===== config.mk =====
export PLATFORM = sky130hd
export DESIGN_NAME = cpu_control_unit
export DESIGN_NICKNAME = d
export VERILOG_FILES = /design/src/rtl/cpu_control_unit.sv
export SDC_FILE = /design/constraint.sdc
export NUM_CORES = 1
export LEC_CHECK = 0
export BUFFER_PORTS_ARGS = -buffer_cell sky130_fd_sc_hd__buf_2
export CAP_MARGIN = 20
export CORE_UTILIZATION = 51
export DETAILED_ROUTE_END_ITERATION = 16
export GPL_TIMING_DRIVEN = 1
export PLACE_DENSITY = 0.95
export RECOVER_POWER = 25
export SETUP_SLACK_MARGIN = 0.02
export SLEW_MARGIN = 5
export SYNTH_ARGS = -nofsm -noshare
export SYNTH_HDL_FRONTEND = slang
export SYNTH_SLANG_ARGS = --single-unit

===== constraint.sdc =====
create_clock -name clk -period 3.2 [get_ports clk]
set_clock_uncertainty 0.15 [all_clocks]
set_input_delay 0.48 -clock clk [delete_from_list [all_inputs] [get_ports clk]]
set_output_delay 0.48 -clock clk [all_outputs]
set_load 0.005 [all_outputs]

===== src/rtl/cpu_control_unit.sv =====
// Fetch/decode/execute sequencer for the accumulator CPU: drives code/data memory and the ALU.
// Latency: NOP 2, ALU/STORE 3, LOAD 4, HALT 2 cycles (each including FETCH).
// Backpressure: none; memories respond in fixed time, start is ignored while busy.
module cpu_control_unit #(
    parameter int Instruction_WIDTH      = 16,
    parameter int Instruction_ADDR_WIDTH = 4,
    parameter int opcode_SIZE            = 4,
    parameter int DATA_WIDTH             = 8,
    parameter int DATA_ADDR_WIDTH        = 8
) (
    input  logic                              clk,
    input  logic                              rst_n,
    input  logic                              start,
    output logic [Instruction_ADDR_WIDTH-1:0] addr,
    input  logic [Instruction_WIDTH-1:0]      instruction_read,
    output logic [DATA_ADDR_WIDTH-1:0]        dm_addr,
    output logic                              dm_rd_en,
    input  logic [DATA_WIDTH-1:0]             dm_rd_data,
    output logic                              dm_wr_en,
    output logic [DATA_WIDTH-1:0]             dm_wr_data,
    output logic [1:0]                        alu_op,
    output logic [DATA_WIDTH-1:0]             alu_a,
    output logic [DATA_WIDTH-1:0]             alu_b,
    input  logic [DATA_WIDTH-1:0]             alu_result,
    output logic [DATA_WIDTH-1:0]             result,
    output logic                              busy,
    output logic                              done,
    output logic                              error
);

    typedef enum logic [2:0] {
        S_IDLE, S_FETCH, S_DECODE, S_MEM_RD, S_MEM_WB, S_EXEC, S_STORE, S_HALT
    } state_t;

    localparam logic [opcode_SIZE-1:0] OP_NOP    = opcode_SIZE'(0);
    localparam logic [opcode_SIZE-1:0] OP_LOAD_A = opcode_SIZE'(1);
    localparam logic [opcode_SIZE-1:0] OP_LOAD_B = opcode_SIZE'(2);
    localparam logic [opcode_SIZE-1:0] OP_STORE  = opcode_SIZE'(3);
    localparam logic [opcode_SIZE-1:0] OP_ADD    = opcode_SIZE'(4);
    localparam logic [opcode_SIZE-1:0] OP_SUB    = opcode_SIZE'(5);
    localparam logic [opcode_SIZE-1:0] OP_MUL    = opcode_SIZE'(6);
    localparam logic [opcode_SIZE-1:0] OP_DIV    = opcode_SIZE'(7);
    localparam logic [opcode_SIZE-1:0] OP_HALT   = opcode_SIZE'(8);

    state_t                              state_q, state_d;
    logic [Instruction_ADDR_WIDTH-1:0]   pc_q, pc_d;
    logic [Instruction_WIDTH-1:0]        ir_q, ir_d;
    logic [DATA_WIDTH-1:0]               a_q, a_d;
    logic [DATA_WIDTH-1:0]               b_q, b_d;
    logic [DATA_WIDTH-1:0]               c_q, c_d;
    logic                                err_q, err_d;

    logic [opcode_SIZE-1:0]              opcode;
    logic [DATA_ADDR_WIDTH-1:0]          operand;
    logic                                unused_ir;

    // All decode works from the latched instruction, never from the live code memory bus.
    assign opcode  = ir_q[Instruction_WIDTH-1 -: opcode_SIZE];
    assign operand = ir_q[DATA_ADDR_WIDTH-1:0];
    // Bits between the opcode and operand fields carry no meaning.
    assign unused_ir = ^ir_q;

    assign addr       = pc_q;
    assign dm_wr_data = c_q;
    assign alu_a      = a_q;
    assign alu_b      = b_q;
    assign result     = c_q;
    assign busy       = (state_q != S_IDLE) && (state_q != S_HALT);
    assign done       = (state_q == S_HALT);
    assign error      = err_q;

    // State and datapath registers; reset returns everything to zero so all outputs read 0.
    always_ff @(posedge clk or negedge rst_n) begin
        if (!rst_n) begin
            state_q <= S_IDLE;
            pc_q    <= '0;
            ir_q    <= '0;
            a_q     <= '0;
            b_q     <= '0;
            c_q     <= '0;
            err_q   <= 1'b0;
        end else begin
            state_q <= state_d;
            pc_q    <= pc_d;
            ir_q    <= ir_d;
            a_q     <= a_d;
            b_q     <= b_d;
            c_q     <= c_d;
            err_q   <= err_d;
        end
    end

    // Next-state sequencing and per-state memory/ALU strobes.
    always_comb begin
        state_d  = state_q;
        pc_d     = pc_q;
        ir_d     = ir_q;
        a_d      = a_q;
        b_d      = b_q;
        c_d      = c_q;
        err_d    = err_q;
        dm_rd_en = 1'b0;
        dm_wr_en = 1'b0;
        dm_addr  = '0;
        alu_op   = 2'd0;

        case (state_q)
            S_IDLE, S_HALT: begin
                if (start) begin
                    state_d = S_FETCH;
                    pc_d    = '0;
                    err_d   = 1'b0;
                end
            end
            S_FETCH: begin
                ir_d    = instruction_read;
                state_d = S_DECODE;
            end
            S_DECODE: begin
                case (opcode)
                    OP_NOP: begin
                        pc_d    = pc_q + Instruction_ADDR_WIDTH'(1);
                        state_d = S_FETCH;
                    end
                    OP_LOAD_A, OP_LOAD_B:            state_d = S_MEM_RD;
                    OP_STORE:                        state_d = S_STORE;
                    OP_ADD, OP_SUB, OP_MUL, OP_DIV:  state_d = S_EXEC;
                    OP_HALT:                         state_d = S_HALT;
                    default: begin
                        // Illegal opcodes stop the program like HALT but flag it.
                        state_d = S_HALT;
                        err_d   = 1'b1;
                    end
                endcase
            end
            S_MEM_RD: begin
                dm_rd_en = 1'b1;
                dm_addr  = operand;
                state_d  = S_MEM_WB;
            end
            S_MEM_WB: begin
                if (opcode == OP_LOAD_A) begin
                    a_d = dm_rd_data;
                end else begin
                    b_d = dm_rd_data;
                end
                pc_d    = pc_q + Instruction_ADDR_WIDTH'(1);
                state_d = S_FETCH;
            end
            S_EXEC: begin
                // ALU opcodes 4..7 map onto alu_op 0..3 through their low two bits.
                alu_op = opcode[1:0];
                if ((opcode == OP_DIV) && (b_q == '0)) begin
                    c_d   = '1;
                    err_d = 1'b1;
                end else begin
                    c_d = alu_result;
                end
                pc_d    = pc_q + Instruction_ADDR_WIDTH'(1);
                state_d = S_FETCH;
            end
            S_STORE: begin
                dm_wr_en = 1'b1;
                dm_addr  = operand;
                pc_d     = pc_q + Instruction_ADDR_WIDTH'(1);
                state_d  = S_FETCH;
            end
            default: state_d = S_IDLE;
        endcase
    end

endmodule

==> results of run 1 <==
kinds of logic after synthesis:
kind of cell	after synthesis	share of synthesized area [%]
compound gates	24	9.88
flops	44	54.0
simple gates	48	13.9
buf+inv	16	4.48
mux	30	16.6
fa+ha+maj	2	1.23
flip-flops by register name, summed over array words and instances (netlist names):
| signal | cells |
|---|---|
| addr | 4 |
| error | 1 |
| alu_a | 8 |
| ir_q | 12 |
| dm_wr_data | 8 |
| state_q | 3 |
| alu_b | 8 |
worst reg2reg max path: stages (launching register included):
cell	delay (ps)
dfrtp_1	400
or4_4	560
o41ai_4	620
a41oi_1	200
a31oi_1	160
power groups by stage:
stage,combinational [W],clock [W],sequential (W)
floorplan,0.000723,0,0.00101
global placement,0.000976,0,0.00105
detailed placement,0.00101,0,0.00107
CTS,0.00101,0.000361,0.00106
global route,0.00111,0.000382,0.00110
finish,0.000995,0.000351,0.00106
repair_timing:
action / 4_1_cts / 5_1_grt
hold buffers: 0 / 1
endpoints found under the hold margin: 0 / 14
resized for setup: 0 / 0
final timing paths:
check / start / end / slack [ps] / cells after the start
max: state_q[2]$_DFFE_PN0P_ / dm_addr[5] / 790 / 5
min: alu_result[2] / dm_wr_data[2]$_DFFE_PN0P_ / 250 / 2
max reg2reg: alu_b[2]$_DFFE_PN0P_ / error$_DFFE_PN0P_ / 1040 / 4
min reg2reg: alu_a[4]$_DFFE_PN0P_ / alu_a[4]$_DFFE_PN0P_ / 340 / 1
max in group asynchronous: rst_n / alu_b[5]$_DFFE_PN0P_ / 1580 / 3
min in group asynchronous: rst_n / dm_wr_data[4]$_DFFE_PN0P_ / 670 / 2
layout by cell type (no fill, tap or decap), types with 2 or more instances in the layout:
cell,n
buf_2,80
nor2b_1,4
o21ai_0,4
and3_1,2
nand3_1,2
mux2_1,13
nor2_1,9
ha_1,2
clkbuf_8,6
dfrtp_1,44
nor3_1,2
mux2_2,17
a21oi_1,2
o2bb2ai_1,2
clkinv_2,2
o22a_1,8
and2_1,11
nand2_1,6
stage by stage:
step	util (%)	hold slack [ps]	instance area, sq um	std cells
finish	68.0	246	2550	289
global route	68.0	239	2550	289
CTS	67.3	211	2520	287
detailed placement	64.8	330	2430	279
global placement	64.8	320	2430	279
floorplan	-	34.4	2040	164
cell type report:
type | count | area [sq um] | share of cell area, %
timing repair buffer | 83 | 434 | 17.0
clock buffer | 6 | 82.6 | 3.24
tap | 48 | 60.1 | 2.36
multi-input combinational | 104 | 852 | 33.4
inverter | 2 | 7.51 | 0.295
clock inverter | 2 | 10.0 | 0.393
sequential | 44 | 1100 | 43.2
routing by layer:
layer	up-vias	GRT usage [%]	share of wire [%]
met5	-	0	0
met4	0	9.78	1.5
met3	4	5.03	7.0
met2	55	33.6	49
met1	737	22.3	43
li1	732	-	-
==> flow_summary_export.csv, run 1 <==
group,metric,value,unit
power,totalPowerFinal,0.00240,W
clock_network,cts_tree,"yes",
floorplanning,chipWidth,65.2,microns
worst_setup_path,crit_path_max_incr_delay,560,ps
layout,final_nets,277,
yosys,yosys_warnings,0,
detailed_routing,detailroute.via_count,1528,
clock_network,tritoncts_sink_count,44,
timing,rsz0062_at_grt,"false",
floorplanning,placementRows,22,
worst_hold_path,hp-class,"in2reg",
yosys,mappedNetlistArea,2040,sq um
clock_network,cts_inserted_buffers,5,
timing,fin_crit,2410,ps
floorplanning,ioPinCount,86,
placement,port_buffers,81,
clock_network,clkLatencyLatePin,290,ps
worst_setup_path,critical_path.n_buffers_inverters,2,
yosys,ys_seq_area_share,54.0,%
global_routing,pin_count_of_the_biggest_net_entering_global_routing,45,
power,power.share.switching,34.7,%
detailed_routing,wl_per_cell,13.3,microns
power,pwr-share-clk,14.6,%
power,power.internal,0.00157,W
timing,finalSetupViolations,0,
yosys,mappedNetlistNets,201,
timing,max_freq,414,MHz
worst_setup_path,cpMaxStageDelayCell,"dfrtp_1",
status,run_status,"finished clean",
layout,antenna_cells_inserted,0,
global_routing,grt_remaining_overflow,0,
yosys,synthTopCellsByArea,"dfrtp_1 54%, mux2_2 9.4%, mux2_1 7.2%",
floorplanning,starting_utilization_of_the_core_area,54.5,%
power,p_comb_share,41.4,%
detailed_routing,drt-total-wl,3840,microns
detailed_routing,drc_errors,0,
clock_network,cts_root_buf,"clkbuf_8",
timing,worst_pin_slew,886,ps
global_routing,antenna_violations_before_repair,0,
timing,fin_tns_setup,0,ps
yosys,yosys.cell_count.top_type,"dfrtp_1",
timing,worst_slew_margin_rel,40.7,%
timing,min_period_over_period,75.5,%
power,peakVddDrop,0.558,mV
yosys,number_of_enable_flip_flop_cells_after_synthesis,0,
worst_setup_path,path_max_fanout,12,
placement,detailed_place_hpwl,2810,microns
floorplanning,design.die.area,4260,sq um
yosys,postSynthCellCount,164,
clock_network,h-tree-depth,2,
yosys,mapped_avg_cell_area,12.4,sq um
clock_network,cts_buffer_depth,2,
power,switching_power,0.000835,W
yosys,ys_types,39,
worst_setup_path,critical_path_required,2570,ps
floorplanning,fp.coreArea,3740,sq um
worst_setup_path,cp_cell_sequence,"inv_2 -> and3_1 -> or2_1 -> and2_1 -> buf_2",
power,cellPowerDensity,944,nW/um^2
placement,gp_routability_congestion,0.766,
floorplanning,die_height,65.2,microns
worst_setup_path,worst-endpoint-arrival,1780,ps
yosys,synth_area_leader_cell,"dfrtp_1",
placement,pre_cts_ws,1020,ps
power,leakage,1.22,nW
clock_network,clock_slew_at_reported_path_ffs,80,ps
layout,final_layout_size_suffix_gt1_share,46.5,%
detailed_routing,routed_via_density,5.29,
yosys,post-synth-top-area-fraction,54.0,%
yosys,async_flop_share,100,%
global_routing,grt_pass1_vias,1439,
timing,setup_slack,785,ps
yosys,synth-main-ff-cell,"dfrtp_1",
yosys,synth_seq_cells,44,
worst_setup_path,worstSetupEndpointType,"output pin",
worst_setup_path,worstSetupStartpointType,"flop",
worst_setup_path,critical_path.top_delay_family,"simple AND/OR/NAND/NOR gates",
layout,area_growth,24.9,%
detailed_routing,detail_route.first_pass.iterations,4,
flow_run,max_cap_viol_count,0,
layout,final.fill_count,299,
global_routing,grt_usage,19.6,%
detailed_routing,drtIter0Drc,68,
global_routing,grt_pass1_wl,6270,microns
clock_network,postCtsSetupBuffers,0,
worst_setup_path,timing.setup.critical_path_class,"reg2out",
timing,timing_max_transition_violations_final,0,
yosys,yosys-top-cells-count,"44 x dfrtp_1, 17 x mux2_2, 13 x mux2_1, 11 x and2_1, 9 x nor2_1",
detailed_routing,antenna_left,0,
timing,hold_viol_final,0,
power,sequentialPowerShare,44.1,%
Power figures use the tool's default switching activity.
==> run 2, diff against run 1 <==
--- a/config.mk
+++ b/config.mk
@@ -7,10 +7,10 @@
 export LEC_CHECK = 0
 export BUFFER_PORTS_ARGS = -buffer_cell sky130_fd_sc_hd__buf_2
 export CAP_MARGIN = 20
-export CORE_UTILIZATION = 51
+export CORE_UTILIZATION = 43
 export DETAILED_ROUTE_END_ITERATION = 16
 export GPL_TIMING_DRIVEN = 1
-export PLACE_DENSITY = 0.95
+export PLACE_DENSITY = 0.87
 export RECOVER_POWER = 25
 export SETUP_SLACK_MARGIN = 0.02
 export SLEW_MARGIN = 5
==> constraint.sdc (replaced) <==
create_clock -name clk -period 2.1 [get_ports clk]
set_clock_uncertainty 0.15 [all_clocks]
set_input_delay 0.315 -clock clk [delete_from_list [all_inputs] [get_ports clk]]
set_output_delay 0.315 -clock clk [all_outputs]
set_load 0.005 [all_outputs]
==> run 2 against run 1 <==
Against the previous run: via count grew 5.5%; critical path type unchanged; worst hold slack lost 170 ps; critical path depth is the same; clock power grew 57%; power grew 64%; die area grew 18%; worst setup slack lost 730 ps; largest cell class unchanged; cell area grew 5.3%.
==> flow_summary_export.csv, run 2 (synthesized netlist as in run 1, its figures left out) <==
group,metric,value,unit
status,run_status,"finished clean",
detailed_routing,drt-total-wl,4250,microns
layout,commonest_non_fill_non_tap_cells_in_the_layout,"80 x buf_2, 41 x dfrtp_1, 17 x mux2_2",
worst_setup_path,path_max_fanout,8,
global_routing,antenna_violations_before_repair,0,
detailed_routing,wl_per_cell,13.8,microns
timing,hold_viol_final,0,
placement,port_buffers,81,
worst_setup_path,critical_path_required,1630,ps
clock_network,cts_inserted_buffers,5,
flow_run,max_cap_viol_count,0,
power,peakVddDrop,0.770,mV
power,cellPowerDensity,1470,nW/um^2
floorplanning,starting_utilization_of_the_core_area,45.9,%
placement,gp_routability_congestion,0.753,
timing,fin_crit,2050,ps
worst_setup_path,timing.setup.critical_path_class,"reg2out",
placement,pre_cts_ws,117,ps
clock_network,clock_slew_at_reported_path_ffs,80,ps
detailed_routing,detail_route.first_pass.iterations,6,
global_routing,grt_pass1_wl,6860,microns
global_routing,grt_remaining_overflow,0,
clock_network,h-tree-depth,2,
timing,worst_slew_margin_rel,30.2,%
clock_network,cts_root_buf,"clkbuf_8",
floorplanning,design.die.area,5020,sq um
detailed_routing,drtIter0Drc,46,
floorplanning,die_height,70.9,microns
worst_hold_path,hp-class,"in2reg",
worst_setup_path,reg2reg_slack,150,ps
layout,final_common_cell,"buf_2",
global_routing,grt_pass1_vias,1601,
detailed_routing,detailroute.via_count,1612,
floorplanning,fp.coreArea,4440,sq um
clock_network,tritoncts_sink_count,44,
layout,antenna_cells_inserted,0,
floorplanning,placementRows,24,
clock_network,clkLatencyLatePin,300,ps
layout,area_growth,31.5,%
timing,worst_pin_slew,1050,ps
layout,number_of_flip_flops_in_the_largest_register,12,
timing,fin_tns_setup,0,ps
timing,min_period_over_period,97.5,%
timing,setup_slack,52.9,ps
worst_setup_path,worst-endpoint-arrival,1580,ps
placement,detailed_place_hpwl,3080,microns
global_routing,pin_count_of_the_biggest_net_entering_global_routing,45,
timing,rsz0062_at_grt,"true",
floorplanning,ioPinCount,86,
timing,max_freq,489,MHz
layout,largest-register,"ir_q",
floorplanning,chipWidth,70.9,microns
detailed_routing,routed_via_density,5.23,
detailed_routing,antenna_left,0,
timing,timing_max_transition_violations_final,0,
timing,finalSetupViolations,0,
worst_setup_path,worstSetupStartpointType,"flop",
layout,final_layout_size_suffix_gt1_share,53.1,%
clock_network,cts_buffer_depth,2,
global_routing,grt_usage,17.4,%
layout,final_nets,292,
worst_setup_path,worstSetupEndpointType,"output pin",
clock_network,cts_tree,"yes",
power,leakage,1.29,nW
detailed_routing,drc_errors,0,
run 2: changes by cell type in the layout (fill, tap and decap cells not counted), moves of 2 or more:
cell | before | now
buf_4 | 0 | 15
and2_4 | 0 | 3
and2_1 | 11 | 8
clkinv_2 | 2 | 0
dfrtp_2 | 0 | 3
dfrtp_1 | 44 | 41
run 2: routing by layer:
metal	vias up	track usage, %	share of wire, %
li1	760	-	-
met1	792	19.9	43
met2	57	30.9	50
met3	3	5.98	6.5
met4	0	5.11	0.80
met5	-	0	0
run 2: timing repair:
| action | in CTS | in global routing |
|---|---|---|
| hold buffers | 1 | 0 |
| gates cloned | 0 | 0 |
| setup buffers | 2 | 3 |
| pin swaps | 0 | 4 |
| endpoints found under the hold margin | 44 | 0 |
| endpoints found under the setup margin | 8 | 10 |
| gates resized for setup | 3 | 8 |
run 2: worst max-delay path, cell delays in order (launching register included):
cell and delay (ps):
dfrtp_2 450, nor2b_4 140, and2_4 130, or2_4 280
and2_1 160, buf_2 120
run 2: layout make-up:
| type | instances | area [sq um] |
|---|---|---|
| Clock buffer | 7 | 86.3 |
| Clock inverter | 1 | 7.51 |
| Fill cell | 406 | 1760 |
| Inverter | 2 | 7.51 |
| Multi-Input combinational cell | 104 | 871 |
| Sequential cell | 44 | 1100 |
| Tap cell | 52 | 65.1 |
| Timing Repair Buffer | 98 | 539 |
run 2: path summary, 6_finish.rpt:
| check | startpoint | to | cells past startpoint |
|---|---|---|---|
| worst max-delay path | state_q[1]$_DFFE_PN0P_ | dm_addr[4] | 5 |
| worst min-delay path | alu_result[0] | dm_wr_data[0]$_DFFE_PN0P_ | 2 |
| worst max register to register | state_q[2]$_DFFE_PN0P_ | addr[0]$_DFFE_PN0P_ | 6 |
| worst min register to register | alu_a[4]$_DFFE_PN0P_ | alu_a[4]$_DFFE_PN0P_ | 1 |
| max in group asynchronous | rst_n | state_q[1]$_DFFE_PN0P_ | 3 |
| min in group asynchronous | rst_n | addr[3]$_DFFE_PN0P_ | 3 |
run 2: per-stage QoR:
stage	total power, W	cells	cell area, sq um	util (%)	hold slack [ps]
finish	0.00394	308	2680	60.3	72.8
global placement	0.00322	294	2510	56.6	271
floorplan	0.00264	164	2040	-	-131
global route	0.00423	308	2680	60.3	62.7
CTS	0.00389	305	2640	59.3	65.2
detailed placement	0.00330	294	2510	56.6	273
run 2: power by group:
| part | switching, W | internal [W] | leakage, nW | total, W |
|---|---|---|---|---|
| sequential | 0.000324 | 0.00127 | 0.515 | 0.00159 |
| combinational | 0.000752 | 0.00104 | 0.730 | 0.00179 |
| clock | 0.000283 | 0.000267 | 0.0445 | 0.000551 |
